$ cat config.mk
export PLATFORM = sky130hd
export DESIGN_NAME = ae_sequencer
export DESIGN_NICKNAME = d
export VERILOG_FILES = /design/src/rtl/ae_sequencer.sv
export SDC_FILE = /design/constraint.sdc
export NUM_CORES = 1
export LEC_CHECK = 0
export ABC_AREA = 1
export CAP_MARGIN = 20
export CORE_ASPECT_RATIO = 0.7
export CORE_MARGIN = 3
export CORE_UTILIZATION = 61
export DETAILED_ROUTE_END_ITERATION = 8
export DONT_BUFFER_PORTS = 1
export PLACE_DENSITY_LB_ADDON = 0.08
export RECOVER_POWER = 25
export SLEW_MARGIN = 20
export SYNTH_ARGS = -nofsm -noshare
export SYNTH_HDL_FRONTEND = slang
export SYNTH_SLANG_ARGS = --single-unit
$ cat constraint.sdc
create_clock -name clock -period 1.4 [get_ports clock]
set_input_delay 0.28 -clock clock [delete_from_list [all_inputs] [get_ports clock]]
set_output_delay 0.28 -clock clock [all_outputs]
set_load 0.1 [all_outputs]
$ cat src/rtl/ae_sequencer.sv
// ---------------------------------------------------------------------------
// ae_sequencer
//
// Instruction sequencer for the autoencoder datapath. Fetches 16-bit
// instructions from a synchronous-read instruction memory, decodes them and
// drives the datapath control lines in a fixed multi-cycle order:
//   FETCH -> DECODE -> SELECT -> EXEC -> WRITE   (compute ops)
//   FETCH -> DECODE                              (NOP / illegal / LOOP)
//   FETCH -> DECODE -> DONE                      (HALT)
// A start/done handshake lets a host launch a program at address 0.
//
// Optional feature macro: AE_SEQ_LOOP_EN
//   defined   : opcode 0xE is a single-level hardware loop
//               (target = IR[11:4], count = IR[3:0]; body runs count+1 times)
//   undefined : opcode 0xE is illegal; no loop registers exist
//
// Ports
//   clock            in   sole clock, rising edge
//   rst_n            in   synchronous active-low reset
//   start            in   launch program at address 0 (sampled in IDLE only)
//   busy             out  high in FETCH..DONE
//   done             out  one-cycle pulse after HALT is decoded
//   illegal_op       out  sticky undefined-opcode flag, cleared by start
//   imem_addr        out  instruction address (the PC register)
//   imem_data        in   instruction word, valid one cycle after imem_addr
//   instruction      out  instruction register
//   enable_sel_mem   out  sector-select register load strobe (SELECT)
//   enable_ALU       out  ALU enable (EXEC and WRITE)
//   op_select        out  ALU op: 0 = add, 1 = multiply
//   dest_control     out  result demux: 00 mem, 01 sigmoid, 10 ReLU, 11 ReLU'
//   write_enable_mem out  data memory write strobe (WRITE)
// ---------------------------------------------------------------------------
module ae_sequencer #(
  parameter int PC_W = 8
) (
  input  logic            clock,
  input  logic            rst_n,
  input  logic            start,
  output logic            busy,
  output logic            done,
  output logic            illegal_op,
  output logic [PC_W-1:0] imem_addr,
  input  logic [15:0]     imem_data,
  output logic [15:0]     instruction,
  output logic            enable_sel_mem,
  output logic            enable_ALU,
  output logic            op_select,
  output logic [1:0]      dest_control,
  output logic            write_enable_mem
);

  localparam logic [3:0] OP_NOP       = 4'h0;
  localparam logic [3:0] OP_ADD       = 4'h1;
  localparam logic [3:0] OP_MUL       = 4'h2;
  localparam logic [3:0] OP_ADD_SIG   = 4'h3;
  localparam logic [3:0] OP_ADD_RELU  = 4'h4;
  localparam logic [3:0] OP_MUL_RELU  = 4'h5;
  localparam logic [3:0] OP_MUL_RELUD = 4'h6;
`ifdef AE_SEQ_LOOP_EN
  localparam logic [3:0] OP_LOOP      = 4'hE;
`endif
  localparam logic [3:0] OP_HALT      = 4'hF;

  typedef enum logic [2:0] {
    S_IDLE,
    S_FETCH,
    S_DECODE,
    S_SELECT,
    S_EXEC,
    S_WRITE,
    S_DONE
  } state_t;

  state_t          state_q, state_d;
  logic [PC_W-1:0] pc_q, pc_d, pc_inc;
  logic [15:0]     ir_q, ir_d;
  logic            illegal_q, illegal_d;
  logic [3:0]      dec_op;
  logic            alu_phase;

`ifdef AE_SEQ_LOOP_EN
  logic            loop_active_q, loop_active_d;
  logic [3:0]      loop_cnt_q, loop_cnt_d;
  logic [PC_W-1:0] loop_target;

  // Target field is 8 bits wide; the cast truncates or zero-extends to PC_W.
  assign loop_target = PC_W'(imem_data[11:4]);
`endif

  // Wraps silently from all-ones to zero.
  assign pc_inc = pc_q + PC_W'(1);
  // Decode steers on the word arriving from memory, since IR is loaded in
  // the same cycle.
  assign dec_op = imem_data[15:12];

  // ---------------------------------------------------------------------
  // Next-state and register-update logic
  // ---------------------------------------------------------------------
  always_comb begin
    // NOTE: every signal gets a default before the case so no path leaves
    // it unassigned; that is what keeps this block free of latches.
    state_d   = state_q;
    pc_d      = pc_q;
    ir_d      = ir_q;
    illegal_d = illegal_q;
`ifdef AE_SEQ_LOOP_EN
    loop_active_d = loop_active_q;
    loop_cnt_d    = loop_cnt_q;
`endif

    case (state_q)
      S_IDLE: begin
        if (start) begin
          state_d   = S_FETCH;
          pc_d      = '0;
          illegal_d = 1'b0;
`ifdef AE_SEQ_LOOP_EN
          loop_active_d = 1'b0;
          loop_cnt_d    = 4'd0;
`endif
        end
      end

      S_FETCH: state_d = S_DECODE;

      S_DECODE: begin
        ir_d    = imem_data;
        state_d = S_FETCH;
        case (dec_op)
          OP_ADD, OP_MUL, OP_ADD_SIG, OP_ADD_RELU, OP_MUL_RELU, OP_MUL_RELUD:
            state_d = S_SELECT;
          OP_HALT: state_d = S_DONE;   // PC keeps the HALT address
          OP_NOP:  pc_d    = pc_inc;
`ifdef AE_SEQ_LOOP_EN
          OP_LOOP: begin
            if (!loop_active_q) begin
              // First encounter: a zero count falls straight through.
              if (imem_data[3:0] != 4'd0) begin
                loop_cnt_d    = imem_data[3:0];
                loop_active_d = 1'b1;
                pc_d          = loop_target;
              end else begin
                pc_d = pc_inc;
              end
            end else if (loop_cnt_q == 4'd1) begin
              loop_active_d = 1'b0;
              pc_d          = pc_inc;
            end else begin
              loop_cnt_d = loop_cnt_q - 4'd1;
              pc_d       = loop_target;
            end
          end
`endif
          default: begin               // undefined opcode: flag, run as NOP
            illegal_d = 1'b1;
            pc_d      = pc_inc;
          end
        endcase
      end

      S_SELECT: state_d = S_EXEC;
      S_EXEC:   state_d = S_WRITE;

      S_WRITE: begin
        pc_d    = pc_inc;
        state_d = S_FETCH;
      end

      S_DONE:  state_d = S_IDLE;
      default: state_d = S_IDLE;
    endcase
  end

  // ---------------------------------------------------------------------
  // State and datapath registers (synchronous reset)
  // ---------------------------------------------------------------------
  // NOTE: registers are updated with non-blocking assignments so every
  // flop samples pre-edge values regardless of statement order.
  always_ff @(posedge clock) begin
    if (!rst_n) begin
      state_q   <= S_IDLE;
      pc_q      <= '0;
      ir_q      <= '0;
      illegal_q <= 1'b0;
    end else begin
      state_q   <= state_d;
      pc_q      <= pc_d;
      ir_q      <= ir_d;
      illegal_q <= illegal_d;
    end
  end

`ifdef AE_SEQ_LOOP_EN
  always_ff @(posedge clock) begin
    if (!rst_n) begin
      loop_active_q <= 1'b0;
      loop_cnt_q    <= 4'd0;
    end else begin
      loop_active_q <= loop_active_d;
      loop_cnt_q    <= loop_cnt_d;
    end
  end
`endif

  // ---------------------------------------------------------------------
  // Outputs: decoded from the state register and IR only
  // ---------------------------------------------------------------------
  assign imem_addr        = pc_q;
  assign instruction      = ir_q;
  assign illegal_op       = illegal_q;
  assign busy             = (state_q != S_IDLE);
  assign done             = (state_q == S_DONE);
  assign enable_sel_mem   = (state_q == S_SELECT);
  assign write_enable_mem = (state_q == S_WRITE);
  assign alu_phase        = (state_q == S_EXEC) || (state_q == S_WRITE);
  assign enable_ALU       = alu_phase;

  always_comb begin
    op_select    = 1'b0;
    dest_control = 2'b00;
    if (alu_phase) begin
      case (ir_q[15:12])
        OP_ADD:       begin op_select = 1'b0; dest_control = 2'b00; end
        OP_MUL:       begin op_select = 1'b1; dest_control = 2'b00; end
        OP_ADD_SIG:   begin op_select = 1'b0; dest_control = 2'b01; end
        OP_ADD_RELU:  begin op_select = 1'b0; dest_control = 2'b10; end
        OP_MUL_RELU:  begin op_select = 1'b1; dest_control = 2'b10; end
        OP_MUL_RELUD: begin op_select = 1'b1; dest_control = 2'b11; end
        default:      begin op_select = 1'b0; dest_control = 2'b00; end
      endcase
    end
  end

endmodule
==> impl_metrics.toml, run 1 <==
[clock_network]
cts_sinks = 28
postCtsResizedCells = 38
cts_root_buf = "clkbuf_4"
cts_setup_buffers = 7
numCtsBuffers = 3
hold_buffers = 0
htree_levels = 1
cts_buffer_depth = 2

[floorplan]
die_h_um = 45.4
initial_core_util_pct = 68.7
die_x_um = 62.3
num_io_pins = 52
rows = 13

[synth]
syn_area_per_cell_sq_um = 6.62
yosys.area.top_type_share_pct = 41.5
yosysTopAreaCell = "dfxtp_1"
synth_warnings = 0
ys_seq_elements = 28
syn_inst = 204
ys_seq_area_share_pct = 41.5
synthDistinctLibCells = 20
syn-num-nets = 224
yosys-top-cells-area = "dfxtp_1 41%, nand2_1 11%, nor2_1 11%, nand3_1 7.0%, a21oi_1 6.3%"
synth_area_sq_um = 1350

[status]
status = "stopped before the end"
lastStage = "4_1_cts"
firstError = "[ERROR DPL-0038] Utilization greater than 100%, impossible to legalize"

[placed_design]
finalWeightedCongestion = 0.960
dp_hpwl_um = 3420
pre_cts_slack_ps = -59.1
portBuffers = 0
-- logic make-up after synthesis --
group	count (synthesis)	share of synthesized area, %
flip-flops	28	41.5
XOR/XNOR	1	0.648
buffers and inverters	32	9.63
AO/OA/AOI/OAI	36	13.7
adder cells (fa/ha/maj)	1	0.926
AND/OR/NAND/NOR	106	33.6
-- metrics by stage --
step | cell area (sq um) | std cells | hold WS, ps | utilization [%]
floorplan | 1460 | 204 | 399 | -
global placement | 1840 | 263 | 394 | 93.3
detailed placement | 1840 | 263 | 413 | 93.3
-- synthesized netlist by cell type (all sizes together) --
cell type   n
xnor2       1
inv        25
clkbuf      4
dfxtp      28
a221oi      1
o21ai      17
nand2      44
nor2       39
nand3      21
a21oi      17
nand4       2
ha          1
o22ai       1
buf         3
==> inputs of run 2 (changes only) <==
CORE_AREA = 3 3 64 66   (was not set)
CORE_ASPECT_RATIO = not set   (was 0.7)
CORE_MARGIN = not set   (was 3)
CORE_UTILIZATION = not set   (was 61)
DIE_AREA = 0 0 67 69   (was not set)
PLACE_DENSITY_LB_ADDON = 0.15   (was 0.08)
==> impl_metrics.toml, run 2 <==
[status]
status = "finished with violations"
violations = "setup timing"

[clock_network]
numCtsBuffers = 3
cts_sinks = 28
cts_root_buf = "clkbuf_8"
cts_buffer_depth = 2
htree_levels = 1
clkLatencyLatePin_ps = 280
path_clk_slew_ps = 90
cts_tree = "yes"

[synth]
synth_compound_area_share_pct = 13.7
yosys.area.top_type_share_pct = 41.5
synthMostInstantiatedCell = "nand2_1"
synth_xor_area_share_pct = 0.648
synth_area_sq_um = 1350
synthDistinctLibCells = 20
synthArstFlopShare_pct = 0
syn_inst = 204
synth_edf_count = 0
synthMuxAreaShare_pct = 0
ys_seq_elements = 28
syn_area_per_cell_sq_um = 6.62
synth_top_family_by_area = "simple AND/OR/NAND/NOR gates"
yosys-top-cells-area = "dfxtp_1 41%, nand2_1 11%, nor2_1 11%, nand3_1 7.0%, a21oi_1 6.3%"
synth-simple-area-share_pct = 33.6
syn-num-nets = 224
synth_warnings = 0
ys_seq_area_share_pct = 41.5
synth_fa_ha_area_share_pct = 0.926
synth_flop_cell = "dfxtp_1"
yosysTopAreaCell = "dfxtp_1"
synthTopCellsByCount = "41 x nand2_1, 39 x nor2_1, 28 x dfxtp_1"

[power]
p_int_mw = 1.56
p_comb_share_pct = 42.7
swShare_pct = 43.1
p_seq_share_pct = 34.0
clkPwrFrac_pct = 23.3
p_total_mw = 2.75
power.density_nw_per_um2 = 1280
power_leakage_nw = 0.862
switchingPower_mw = 1.19
vdd_drop_max_v = 0.000803

[timing]
finalHoldViolCount = 0
timing.final.ws_setup_ps = -231
max_freq_mhz = 613
fin_worst_skew_ps = 2.98
fin_crit_sh_pct = 116
worst_pin_slew_ps = 506
setup-violations-final = 6
slew_headroom_pct = 66.2
holdWs_ps = 106
finalMaxSlewViolations = 0
rsz0062_at_grt = "true"
period_needed_ps = 1630

[grt]
grt_overflow = 0
antenna_found_initial = 0
grt_pass1_wl_um = 6170
grt_pass1_vias = 1426
grt_max_degree = 21
grt.total_usage_pct = 16.6

[floorplan]
dieArea_sq_um = 4620
num_io_pins = 52
die_x_um = 67
initial_core_util_pct = 37.2
die_h_um = 69
rows = 22
core-area_sq_um = 3630

[finish]
filler_cell_count = 339
multi_input_area_sq_um = 820
syn2layout_area_growth_pct = 58.3
stdcell_area_sq_um = 2140
diodes = 0
seq_area_sq_um = 607
most-common-layout-cells = "37 x nand2_1, 34 x nor2_1, 25 x buf_4, 16 x nand3_1"
layout.cells.most_common = "nand2_1"
largest_register_ffs = 16
drive_above_1_share_pct = 40.6
fin_nets = 270

[min_path]
hold_path_class = "in2reg"
hold_end = "imem_addr[0]$_SDFFE_PN0P_"
worstHoldStart = "rst_n"
holdPathStages = 2

[setup_path]
arrival_ps = 1350
ff2ff_path_depth = 8
cp-start-kind = "flop"
cp_data_required_time_ps = 1120
r2r_slack_ps = 10
worstReg2RegStart = "state_q[1]$_SDFFE_PN0P_"
worstSetupEndpointType = "output port"
rr_endpoint = "imem_addr[6]$_SDFFE_PN0P_"
critPathMaxFanout = 3
crit_type = "reg2out"

[placed_design]
portBuffers = 0
finalWeightedCongestion = 0.878
dp_hpwl_um = 2710
placed_area_sq_um = 1850

[detailed_routing]
via_count = 1488
post_drt_via_cell_ratio = 5.01
ant_nets = 0
drc = 0
avgRoutedWirePerCell_um = 13.4
drtIter0Drc = 39
first_pass_iters = 4
wl_um = 3990

[run]
maxCapViolations = 0
==> run 2: final cells by class <==
cell class | count | share of cell area [%]
Multi-Input combinational cell | 145 | 38.3
Inverter | 25 | 5.20
Clock buffer | 3 | 1.93
Clock inverter | 1 | 1.40
Tap cell | 48 | 2.81
Sequential cell | 28 | 28.4
Timing Repair Buffer | 47 | 22.0
==> run 2: stage by stage <==
step / cells / TNS (ps) / util, % / worst slack [ps]
after floorplan: 204 / -1460 / - / -569
after global placement: 281 / 0 / 50.8 / 44.3
after detailed placement: 281 / 0 / 50.8 / 2.47
after CTS: 290 / -731 / 55.4 / -243
after global routing: 297 / -1610 / 58.9 / -321
final: 297 / -872 / 58.9 / -231
==> run 2: critical path, stage by stage (launching register included) <==
cell and delay [ps]:
dfxtp_4 370, inv_4 40, nor2_4 90, buf_4 130
nand3_4 80, a21oi_4 180, buf_12 190
==> run 2: kinds of logic after synthesis <==
group,after synthesis
AO/OA/AOI/OAI,36
AND/OR/NAND/NOR,106
buffers and inverters,32
XOR/XNOR,1
flip-flops,28
adder cells (fa/ha/maj),1
==> run 2: worst max-delay path by stage <==
stage	startpoint	to	cells after the start
3_3_place_gp	instruction[14]$_SDFFE_PN0P_	op_select	5
4_1_cts	instruction[14]$_SDFFE_PN0P_	op_select	5
6_report	instruction[14]$_SDFFE_PN0P_	dest_control[0]	6
5_1_grt	instruction[14]$_SDFFE_PN0P_	dest_control[0]	6
2_1_floorplan	instruction[14]$_SDFFE_PN0P_	op_select	4
3_5_place_dp	instruction[14]$_SDFFE_PN0P_	op_select	5
==> run 2: per-layer routing <==
| metal | wire length [um] | vias to the layer above | global-route usage [%] |
|---|---|---|---|
| met4 | 93 | 0 | 6.98 |
| met3 | 280 | 10 | 3.75 |
| li1 | - | 747 | - |
| met5 | 0 | - | 0 |
| met2 | 2050 | 52 | 27.3 |
| met1 | 1560 | 679 | 20.3 |
==> run 2: what timing repair did <==
| action | CTS | global route |
|---|---|---|
| cloned | 0 | 1 |
| endpoints found under the hold margin | 0 | 0 |
| setup buffers | 6 | 6 |
| endpoints found under the setup margin | 8 | 16 |
| pin swaps | 4 | 6 |
| gates resized for setup | 20 | 19 |
| hold buffers | 0 | 0 |
==> run 2: power by group through the flow <==
stage | Clock, mW | Sequential [mW] | Combinational (mW)
final | 0.640 | 0.935 | 1.17
after global routing | 0.699 | 0.943 | 1.23
after CTS | 0.658 | 0.932 | 1.06
after detailed placement | 0 | 0.938 | 1.01
after global placement | 0 | 0.933 | 1.00
after floorplan | 0 | 1.37 | 0.380
Power figures use the tool's default switching activity.
==> inputs of run 3 (changes only) <==
GPL_TIMING_DRIVEN = 0   (was not set)
==> impl_metrics.toml, run 3 (same netlist as run 2, synthesis figures left out) <==
[status]
status = "finished with violations"
violations = "setup timing"

[finish]
fin_nets = 244
layout.cells.non_filler = 271
multi_input_area_sq_um = 873
filler_cell_count = 353
stdcell_area_sq_um = 1930
layout.cells.most_common = "nand2_1"
seq_area_sq_um = 626
largest_register_ffs = 16
diodes = 0
most-common-layout-cells = "34 x nand2_1, 32 x nor2_1, 17 x inv_1, 16 x dfxtp_2, 15 x nand3_1"
drive_above_1_share_pct = 41.3
syn2layout_area_growth_pct = 43.1

[detailed_routing]
post_drt_via_cell_ratio = 5.04
drtIter0Drc = 41
top_layer_used = "met4"
ant_nets = 0
drc = 0
first_pass_iters = 4
wl_um = 3950
avgRoutedWirePerCell_um = 14.6
wl_met2_um = 2030
route.met3.wl_um = 319
wl_met1_um = 1570
via_count = 1366

[floorplan]
die_x_um = 67
dieArea_sq_um = 4620
core-area_sq_um = 3630
die_h_um = 69
initial_core_util_pct = 37.2
rows = 22
num_io_pins = 52

[grt]
grt_overflow = 0
grt.total_usage_pct = 16.8
grt_pass1_wl_um = 6110
antenna_found_initial = 0
grt_pass1_vias = 1317
grt_max_degree = 17

[timing]
tns_ps = -5190
holdWs_ps = 113
finalHoldViolCount = 0
fin_crit_sh_pct = 164
max_freq_mhz = 436
fin_worst_skew_ps = 8.96
slew_headroom_pct = 37.0
timing.final.ws_setup_ps = -894
worst_pin_slew_ps = 1110
period_needed_ps = 2290
finalMaxSlewViolations = 0
rsz0062_at_grt = "true"
setup-violations-final = 18

[setup_path]
worstPathBufferInverterCount = 1
crit_type = "reg2out"
critPathMaxFanout = 3
crit_path_cell_trace = "inv_4 > nor2_4 > nand2_4 > a221oi_4"
arrival_ps = 2010
r2r_slack_ps = -230
critPathTopFamily = "compound AO/OA/AOI/OAI gates"
max_stage_delay_ps = 890
ff2ff_path_depth = 6
cp-endpoint = "op_select"
crit_path_start = "instruction[14]$_SDFFE_PN0P_"
rr_endpoint = "state_q[2]$_SDFFE_PN0P_"
path_depth = 4
worstReg2RegStart = "state_q[1]$_SDFFE_PN0P_"
cp-start-kind = "flop"
cp_data_required_time_ps = 1120
worstSetupEndpointType = "output port"
cpMaxStageDelayCell = "a221oi_4"

[run]
maxCapViolations = 0

[clock_network]
clkLatencyLatePin_ps = 280
cts_sinks = 28
htree_levels = 1
hold_buffers = 0
cts_root_buf = "clkbuf_8"
numCtsBuffers = 3
cts_buffer_depth = 2
path_clk_slew_ps = 100
cts_tree = "yes"

[min_path]
hold_path_class = "in2reg"

[placed_design]
placedCellCount = 252
placed_area_sq_um = 1520
dp_hpwl_um = 2630
finalWeightedCongestion = 0.830
pre_cts_slack_ps = -644
portBuffers = 0

[power]
vdd_drop_max_v = 0.000667
power.density_nw_per_um2 = 1360
power_leakage_nw = 0.720
==> run 3: cell count changes in the layout (fill, tap and decap cells not counted), moves of 3 or more <==
cell	change
buf_12	-9
buf_4	-15
buf_6	+6
clkbuf_4	-9
dfxtp_1	-13
dfxtp_2	+12
inv_2	-4
nand2_1	-3
o21ai_0	-4
o21ai_1	+5
==> run 3: worst min-delay path by stage <==
stage / slack, ps / cells after the start / start / to
after detailed placement: 410 / 2 / rst_n / imem_addr[1]$_SDFFE_PN0P_
after global routing: 110 / 2 / rst_n / instruction[3]$_SDFFE_PN0P_
final: 110 / 2 / rst_n / instruction[0]$_SDFFE_PN0P_
after global placement: 410 / 2 / rst_n / instruction[14]$_SDFFE_PN0P_
after CTS: 110 / 2 / rst_n / instruction[0]$_SDFFE_PN0P_
after floorplan: 400 / 2 / rst_n / imem_addr[1]$_SDFFE_PN0P_
==> run 3: power breakdown <==
group	switching, mW	total [mW]	internal (mW)
Clock	0.264	0.576	0.311
Combinational	0.421	0.659	0.238
Sequential	0.517	1.39	0.876
==> run 3: through the flow <==
stage	util, %	power (mW)
3_3_place_gp	41.9	1.82
6_report	53.2	2.63
3_5_place_dp	41.9	1.83
2_1_floorplan	-	1.75
5_1_grt	53.2	2.73
4_1_cts	51.0	2.56
==> run 3: final cells by class <==
class,instances,share of cell area [%]
Buffer,7,2.72
Multi-Input combinational cell,144,45.1
Clock buffer,4,3.43
Sequential cell,28,32.3
Timing Repair Buffer,15,7.37
Inverter,25,5.89
Tap cell,48,3.10
==> run 3: repair_timing <==
item                                    in CTS  in global routing
setup buffers                               10                  8
pin swaps                                   19                 15
endpoints found under the setup margin      28                 26
gates resized for setup                     62                 21
==> run 3: routing by layer <==
layer / track usage, % / up-vias
met5: 0 / -
met4: 3.38 / 0
met3: 4.40 / 2
met2: 30.8 / 39
met1: 18.9 / 634
li1: - / 691
==> inputs of run 4 (changes only) <==
CORE_AREA = 2 2 63 65   (was 3 3 64 66)
DIE_AREA = 0 0 65 67   (was 0 0 67 69)
SKIP_CTS_REPAIR_TIMING = 1   (was not set)
==> impl_metrics.toml, run 4 (same netlist as run 2, synthesis figures left out) <==
[status]
status = "finished with violations"
violations = "setup timing"

[grt]
grt_max_degree = 16
grt_pass1_vias = 1240
grt.total_usage_pct = 15.7
antenna_found_initial = 0
grt_overflow = 0
grt_pass1_wl_um = 5400

[power]
vdd_drop_max_v = 0.000659
p_total_mw = 2.55
power.density_nw_per_um2 = 1290
power_leakage_nw = 0.727

[finish]
layout.cells.non_filler = 269
fin_nets = 242
largest_register_ffs = 16
drive_above_1_share_pct = 45.7
most-common-layout-cells = "30 x nand2_1, 30 x nor2_1, 17 x inv_1, 16 x dfxtp_2, 15 x o21ai_0"
syn2layout_area_growth_pct = 46.9
diodes = 0

[floorplan]
core-area_sq_um = 3610
dieArea_sq_um = 4360
initial_core_util_pct = 37.5
die_h_um = 67
die_x_um = 65
rows = 22
num_io_pins = 52

[clock_network]
htree_levels = 1
cts_sinks = 28
cts_root_buf = "clkbuf_8"
clkLatencyLatePin_ps = 270
path_clk_slew_ps = 90
cts_tree = "yes"
cts_buffer_depth = 2
numCtsBuffers = 3

[timing]
timing.final.ws_setup_ps = -891
slew_headroom_pct = 37.4
max_freq_mhz = 437
fin_worst_skew_ps = 6.06
finalHoldViolCount = 0
period_needed_ps = 2290
rsz0062_at_grt = "true"
finalMaxSlewViolations = 0
holdWs_ps = 130
fin_crit_sh_pct = 164
setup-violations-final = 15
worst_pin_slew_ps = 1100

[setup_path]
worstSetupEndpointType = "output port"
critPathMaxFanout = 3
r2r_slack_ps = -180
cp_data_required_time_ps = 1120
crit_type = "reg2out"
arrival_ps = 2010
cp-start-kind = "flop"

[detailed_routing]
ant_nets = 0
drtIter0Drc = 47
via_count = 1358
wl_um = 3790
drc = 0
first_pass_iters = 4
post_drt_via_cell_ratio = 5.05
avgRoutedWirePerCell_um = 14.1

[placed_design]
dp_hpwl_um = 2460
finalWeightedCongestion = 0.762
pre_cts_slack_ps = -631
portBuffers = 0
placedCellCount = 252

[min_path]
hold_path_class = "in2reg"

[run]
maxCapViolations = 0
[run 4: changes by cell type in the layout (fill, tap and decap cells not counted), sizes merged]
cell    previous run  this run
clkbuf             7         8
buf               19        16
[run 4: stage by stage]
stage	instance area, sq um	setup TNS, ps	utilization, %
floorplan	1460	-1460	-
finish	1990	-4210	55.1
global route	1990	-5180	55.1
detailed placement	1520	-2150	42.3
CTS	1580	-6380	43.8
global placement	1520	-2000	42.3
[run 4: final cells by class]
cell class | instances | area, sq um
Sequential cell | 28 | 626
Tap cell | 48 | 60.1
Inverter | 25 | 114
Buffer | 7 | 51.3
Multi-Input combinational cell | 144 | 955
Timing Repair Buffer | 13 | 125
Fill cell | 339 | 1620
Clock buffer | 4 | 55.1
[run 4: path summary, 6_finish.rpt]
kind                                                    from                     endpoint  cells after the start
worst min register to register       state_q[2]$_SDFFE_PN0P_      state_q[2]$_SDFFE_PN0P_                      2
worst min-delay path                                   rst_n  instruction[0]$_SDFFE_PN0P_                      2
worst max-delay path            instruction[14]$_SDFFE_PN0P_                    op_select                      4
worst max register to register     imem_addr[2]$_SDFFE_PN0P_    imem_addr[4]$_SDFFE_PN0P_                      9
[run 4: metal layers]
metal / GRT usage (%) / wire [um]
met1: 18.9 / 1520
met2: 27.8 / 1990
met3: 3.04 / 233
met4: 5.05 / 39
met5: 0 / 0
[run 4: critical path, cell delays in order (launching register included)]
cell      delay, ps
dfxtp_4         550
inv_4            80
nor2_4          120
nand2_4          80
a221oi_4        910
[run 4: power breakdown]
part	internal [mW]	switching (mW)	total, mW
Sequential	0.876	0.516	1.39
Combinational	0.235	0.436	0.671
Clock	0.251	0.240	0.491
